### config.mk
export PLATFORM = sky130hd
export DESIGN_NAME = pwr_seq
export DESIGN_NICKNAME = d
export VERILOG_FILES = /design/src/rtl/pwr_seq.sv
export SDC_FILE = /design/constraint.sdc
export NUM_CORES = 1
export LEC_CHECK = 0
export CORE_AREA = 2 2 73 75
export CTS_CLUSTER_DIAMETER = 100
export DETAILED_ROUTE_END_ITERATION = 7
export DIE_AREA = 0 0 75 77
export DONT_BUFFER_PORTS = 1
export GPL_TIMING_DRIVEN = 0
export PLACE_DENSITY = 0.88
export SLEW_MARGIN = 15
export SYNTH_ARGS = -nofsm -noshare
export SYNTH_HDL_FRONTEND = slang
export SYNTH_SLANG_ARGS = --single-unit
### constraint.sdc
create_clock -name clk -period 2.9 [get_ports clk]
set_input_delay 0.29 -clock clk [delete_from_list [all_inputs] [get_ports clk]]
set_output_delay 0.29 -clock clk [all_outputs]
set_load 0.1 [all_outputs]
### src/rtl/pwr_seq.sv
// Four-rail power sequencer: ordered bring-up with power-good timeout,
// settle delay per rail, monitored run, stepped shutdown and retry.
module pwr_seq #(
    parameter logic [31:0] MAIN_CLOCK_PERIOD = 32'd7,
    parameter logic [31:0] STEP_DELAY        = 32'd1000000,
    parameter logic [31:0] PG_TIMEOUT        = 32'd10000000
) (
    input  logic       clk,
    input  logic       rst,
    input  logic [3:0] pg,
    input  logic       retry,
    output logic [3:0] en,
    output logic       ready,
    output logic       fault,
    output logic [1:0] fault_stage
);

    localparam logic [31:0] STEP_RAW  = STEP_DELAY / MAIN_CLOCK_PERIOD;
    localparam logic [31:0] TMO_RAW   = PG_TIMEOUT / MAIN_CLOCK_PERIOD;
    localparam logic [31:0] STEP_CLK  = (STEP_RAW == 32'd0) ? 32'd1 : STEP_RAW;
    localparam logic [31:0] TMO_CLK   = (TMO_RAW == 32'd0) ? 32'd1 : TMO_RAW;
    localparam logic [31:0] STEP_LAST = STEP_CLK - 32'd1;
    localparam logic [31:0] TMO_LAST  = TMO_CLK - 32'd1;
    localparam logic [31:0] CNT_MAX   = 32'hFFFF_FFFF;

    typedef enum logic [2:0] {
        IDLE,
        ENABLE,
        WAIT_PG,
        SETTLE,
        RUN,
        SHUTDOWN,
        FAULT
    } state_t;

    state_t      state_q;
    state_t      state_d;
    logic [3:0]  en_q;
    logic [3:0]  en_d;
    logic        ready_q;
    logic        ready_d;
    logic        fault_q;
    logic        fault_d;
    logic [1:0]  stage_q;
    logic [1:0]  stage_d;
    logic [1:0]  k_q;
    logic [1:0]  k_d;
    logic [31:0] cnt_q;
    logic [31:0] cnt_d;
    logic [31:0] cnt_inc;
    logic [3:0]  pg_m;
    logic [3:0]  pg_s;
    logic        trip;
    logic [1:0]  trip_idx;
    logic [3:0]  seen;
    logic [3:0]  en_drop;

    // Rails strictly below idx.
    function automatic logic [3:0] below_mask(input logic [1:0] idx);
        below_mask = 4'b0000;
        unique case (idx)
            2'd0: below_mask = 4'b0000;
            2'd1: below_mask = 4'b0001;
            2'd2: below_mask = 4'b0011;
            2'd3: below_mask = 4'b0111;
        endcase
    endfunction

    // Rails up to and including idx.
    function automatic logic [3:0] upto_mask(input logic [1:0] idx);
        upto_mask = 4'b0000;
        unique case (idx)
            2'd0: upto_mask = 4'b0001;
            2'd1: upto_mask = 4'b0011;
            2'd2: upto_mask = 4'b0111;
            2'd3: upto_mask = 4'b1111;
        endcase
    endfunction

    // Index of the lowest zero bit; callers guarantee one exists.
    function automatic logic [1:0] lowest_low(input logic [3:0] v);
        lowest_low = 2'd3;
        if (!v[0]) begin
            lowest_low = 2'd0;
        end else if (!v[1]) begin
            lowest_low = 2'd1;
        end else if (!v[2]) begin
            lowest_low = 2'd2;
        end
    endfunction

    // Enables are always contiguous from rail 0, so drop the top one.
    function automatic logic [3:0] drop_top(input logic [3:0] v);
        drop_top = 4'b0000;
        if (v[3]) begin
            drop_top = {1'b0, v[2:0]};
        end else if (v[2]) begin
            drop_top = {2'b00, v[1:0]};
        end else if (v[1]) begin
            drop_top = {3'b000, v[0]};
        end
    endfunction

    assign cnt_inc = (cnt_q == CNT_MAX) ? cnt_q : cnt_q + 32'd1;
    assign en_drop = drop_top(en_q);

    // Two-flop synchronizer for the asynchronous power-good inputs.
    always_ff @(posedge clk) begin
        if (!rst) begin
            pg_m <= 4'b0000;
            pg_s <= 4'b0000;
        end else begin
            pg_m <= pg;
            pg_s <= pg_m;
        end
    end

    // Sequencer registers, including the registered outputs.
    always_ff @(posedge clk) begin
        if (!rst) begin
            state_q <= IDLE;
            en_q    <= 4'b0000;
            ready_q <= 1'b0;
            fault_q <= 1'b0;
            stage_q <= 2'd0;
            k_q     <= 2'd0;
            cnt_q   <= 32'd0;
        end else begin
            state_q <= state_d;
            en_q    <= en_d;
            ready_q <= ready_d;
            fault_q <= fault_d;
            stage_q <= stage_d;
            k_q     <= k_d;
            cnt_q   <= cnt_d;
        end
    end

    // Next-state and next-output logic; a trip overrides the state's own plan.
    always_comb begin
        state_d  = state_q;
        en_d     = en_q;
        ready_d  = ready_q;
        fault_d  = fault_q;
        stage_d  = stage_q;
        k_d      = k_q;
        cnt_d    = cnt_q;
        trip     = 1'b0;
        trip_idx = 2'd0;
        seen     = 4'b1111;
        unique case (state_q)
            IDLE: begin
                k_d     = 2'd0;
                cnt_d   = 32'd0;
                state_d = ENABLE;
            end
            ENABLE: begin
                en_d    = en_q | (4'b0001 << k_q);
                cnt_d   = 32'd0;
                state_d = WAIT_PG;
            end
            WAIT_PG: begin
                seen = pg_s | ~below_mask(k_q);
                if (seen != 4'b1111) begin
                    trip     = 1'b1;
                    trip_idx = lowest_low(seen);
                end else if (pg_s[k_q]) begin
                    cnt_d   = 32'd0;
                    state_d = SETTLE;
                end else if (cnt_q == TMO_LAST) begin
                    trip     = 1'b1;
                    trip_idx = k_q;
                end else begin
                    cnt_d = cnt_inc;
                end
            end
            SETTLE: begin
                seen = pg_s | ~upto_mask(k_q);
                if (seen != 4'b1111) begin
                    trip     = 1'b1;
                    trip_idx = lowest_low(seen);
                end else if (cnt_q == STEP_LAST) begin
                    cnt_d = 32'd0;
                    if (k_q == 2'd3) begin
                        ready_d = 1'b1;
                        state_d = RUN;
                    end else begin
                        k_d     = k_q + 2'd1;
                        state_d = ENABLE;
                    end
                end else begin
                    cnt_d = cnt_inc;
                end
            end
            RUN: begin
                ready_d = 1'b1;
                if (pg_s != 4'b1111) begin
                    trip     = 1'b1;
                    trip_idx = lowest_low(pg_s);
                end
            end
            SHUTDOWN: begin
                if (cnt_q == STEP_LAST) begin
                    en_d  = en_drop;
                    cnt_d = 32'd0;
                    if (en_drop == 4'b0000) begin
                        state_d = FAULT;
                    end
                end else begin
                    cnt_d = cnt_inc;
                end
            end
            FAULT: begin
                en_d    = 4'b0000;
                ready_d = 1'b0;
                fault_d = 1'b1;
                if (retry) begin
                    fault_d = 1'b0;
                    stage_d = 2'd0;
                    k_d     = 2'd0;
                    cnt_d   = 32'd0;
                    state_d = ENABLE;
                end
            end
            default: begin
                state_d = IDLE;
            end
        endcase
        if (trip) begin
            fault_d = 1'b1;
            stage_d = trip_idx;
            ready_d = 1'b0;
            en_d    = en_drop;
            cnt_d   = 32'd0;
            state_d = (en_drop == 4'b0000) ? FAULT : SHUTDOWN;
        end
    end

    assign en          = en_q;
    assign ready       = ready_q;
    assign fault       = fault_q;
    assign fault_stage = stage_q;

endmodule

==> metrics.yaml <==
grt_pass1_wl_um: 12300
drc: 0
root_buffer: "clkbuf_8"
slew_violations: 0
path_cells: "mux4_2, or3_4, or4_4, and3_1, buf_2, o211ai_4, buf_6, a21oi_1"
vdd_drop_max_mv: 0.314
yosys-top-cells-count: "dfxtp_1, nor2_1, nand2_1"
dr_total_vias: 3095
cts_hold_buffers: 0
busiest_layer: "met2"
totalWireLength_um: 7900
ys_seq_elements: 53
io_pins: 15
grt_pass1_vias: 2750
crit_required_ns: 3.09
track_usage_pct: 26.7
initial_core_util_pct: 61.5
cp_slowest_cell: "or4_4"
gp_congestion: 0.917
tritoncts: "built"
start_kind: "register"
arrival_ns: 3.02
wl_per_cell_um: 17.1
core_area_um2: 4980
fp.dieArea_um2: 5780
final_antenna_net_count: 0
report.power.total_w: 0.00209
seqCellArea_um2: 1070
hpwl_um: 5420
synthTopCellsByArea: "dfxtp_1, a21oi_1, xnor2_1, nor2_1, o21ai_0"
grt_overflow: 0
setup_violations: 0
min_period_ns: 2.83
worst_setup_path_startpoint: "k_q[0]$_SDFFE_PN0P_"
synth_top_area_share_pct: 34.7
multi_input_area_um2: 1860
grtUsageMet2_pct: 44.4
yosys.area.top_type: "dfxtp_1"
drtIter0Drc: 379
synth_cell_types: 56
clockBufferDepth: 2
synth_nets: 396
rr_startpoint: "k_q[0]$_SDFFE_PN0P_"
fin_setup_tns_ns: 0
drv_cap: 0
nNetsFinal: 406
hold_viol_final: 0
dieHeight_um: 77
cts_buffers: 5
synth_edf_count: 0
fin_area_um2: 3310
synth_area_per_cell_um2: 8.01
ys_warn_count: 0
power.density_nw_per_um2: 634
ys.flop_type: "dfxtp_1"
drive_gt1_share_pct: 9.67
critPathKind: "register to register"
syn-cell-area_um2: 3060
clk_pin_slew_ns: 0.09
grt_use_met1_pct: 33.9
antenna_found_initial: 0
synth_most_common_cell: "dfxtp_1"
fin_util_pct: 66.4
max_stage_delay_ns: 0.58
n_fill_cell: 437
synthArstFlopShare_pct: 0
syn_inst: 382
fmax_ghz: 0.354
numPortBuffers: 0
grt_max_degree: 16
drtPass1Iterations: 5
cp_max_fo: 8
hp-class: "primary input to register"
critPathCaptureType: "register"
cts.htree.levels: 2
finalCritPeriodShare_pct: 97.5
die_w_um: 75
cts_sinks: 53
leakage_nw: 0.959
placed_cell_area_um2: 3150
row_count: 26
area_growth_pct: 8.01
status: "finished clean"
use_met3_pct: 3.81
hold_start: "pg[0]"
maxSlewHeadroom_pct: 20.8
insertion_delay_ns: 0.30
worstMarginPinSlew_ns: 1.19
n_antenna_cell: 0
viasPerCell: 6.68
ys_seq_area_share_pct: 34.7
skew_ns: 0.00755
## area by class of cell
| class | instances | area share, % |
|---|---|---|
| multi-input combinational | 295 | 56.2 |
| timing repair buffer | 6 | 1.70 |
| inverter | 17 | 1.93 |
| sequential | 53 | 32.2 |
| clock buffer | 7 | 2.31 |
| tap | 70 | 2.65 |
| clock inverter | 1 | 0.227 |
| buffer | 14 | 2.73 |
## cell families (layout without fill, tap and decap cells)
| kind of cell | after synthesis | in the layout | share of synthesized area [%] |
|---|---|---|---|
| compound gates | 96 | 96 | 20.5 |
| xor+xnor | 15 | 15 | 4.29 |
| fa+ha+maj | 7 | 7 | 2.86 |
| buf+inv | 34 | 45 | 5.27 |
| flops | 53 | 53 | 34.7 |
| mux | 4 | 4 | 1.76 |
| simple gates | 173 | 173 | 30.7 |
## stage by stage
step | std cells | hold slack [ns] | setup slack [ns]
after detailed placement | 452 | 0.424 | -0.232
after global routing | 463 | 0.0987 | -0.0227
after global placement | 452 | 0.415 | -0.153
after floorplan | 382 | 0.412 | 0.244
final | 463 | 0.112 | 0.0716
after CTS | 459 | 0.109 | 0.0287
## critical path: cells and delay by family (launching register included)
kind / cells / cell delay, ns
and+or+nand+nor: 3 / 1.17
muxes: 1 / 0.55
DFF: 1 / 0.39
buffers and inverters: 2 / 0.37
AOI/OAI and AO/OA: 2 / 0.25
## timing repair
| item | CTS | global route |
|---|---|---|
| setup buffers | 0 | 3 |
| gates cloned | 0 | 3 |
| resized for setup | 5 | 13 |
| pin swaps | 0 | 5 |
| endpoints found under the hold margin | 0 | 0 |
| setup endpoints to repair | 32 | 37 |
## state kept, by name, indices dropped and copies added, names as in the netlist
name and count:
cnt_q 32, en 4, fault 1, fault_stage 2, k_q 2, pg_m 4, pg_s 4, ready 1
state_q 3
## power by group
part | internal [W] | switching, W
clock network | 0.000172 | 0.000236
registers | 0.000774 | 0.000163
logic | 0.000279 | 0.000472
## final timing paths
| kind | depth (start not counted) | slack, ns | endpoint |
|---|---|---|---|
| worst max-delay path | 8 | 0.07 | cnt_q[8]$_SDFFE_PP0P_ |
| worst min-delay path | 1 | 0.11 | pg_m[0]$_SDFF_PN0_ |
| worst max register to register | 8 | 0.07 | cnt_q[8]$_SDFFE_PP0P_ |
| worst min register to register | 1 | 0.44 | pg_s[2]$_SDFF_PN0_ |
## metal layers
layer,vias to the layer above,wire length (um)
met5,-,0
met4,0,223
met3,27,631
met2,151,3870
met1,1473,3170
li1,1444,-
## placed cells by master (no fill, tap or decap), drive strengths merged, types with 3 or more instances in the layout
| master | synthesis | final |
|---|---|---|
| ha | 7 | 7 |
| nand4 | 12 | 12 |
| dfxtp | 53 | 53 |
| inv | 16 | 16 |
| or3 | 15 | 15 |
| buf | 7 | 13 |
| nor2 | 32 | 32 |
| o21ai | 25 | 25 |
| o31ai | 10 | 10 |
| or2 | 3 | 3 |
| nand3 | 18 | 18 |
| o211ai | 4 | 4 |
| o2111ai | 3 | 3 |
| nor3 | 14 | 14 |
| or4 | 8 | 8 |
| nand2b | 4 | 4 |
| nor4 | 17 | 17 |
| nor2b | 5 | 5 |
| clkbuf | 10 | 14 |
| and2 | 8 | 8 |
| xnor2 | 14 | 14 |
| a21oi | 25 | 25 |
| nand4b | 3 | 3 |
| a31oi | 6 | 6 |
| nand2 | 28 | 28 |
Note: power is estimated with default switching activity, not from simulation.
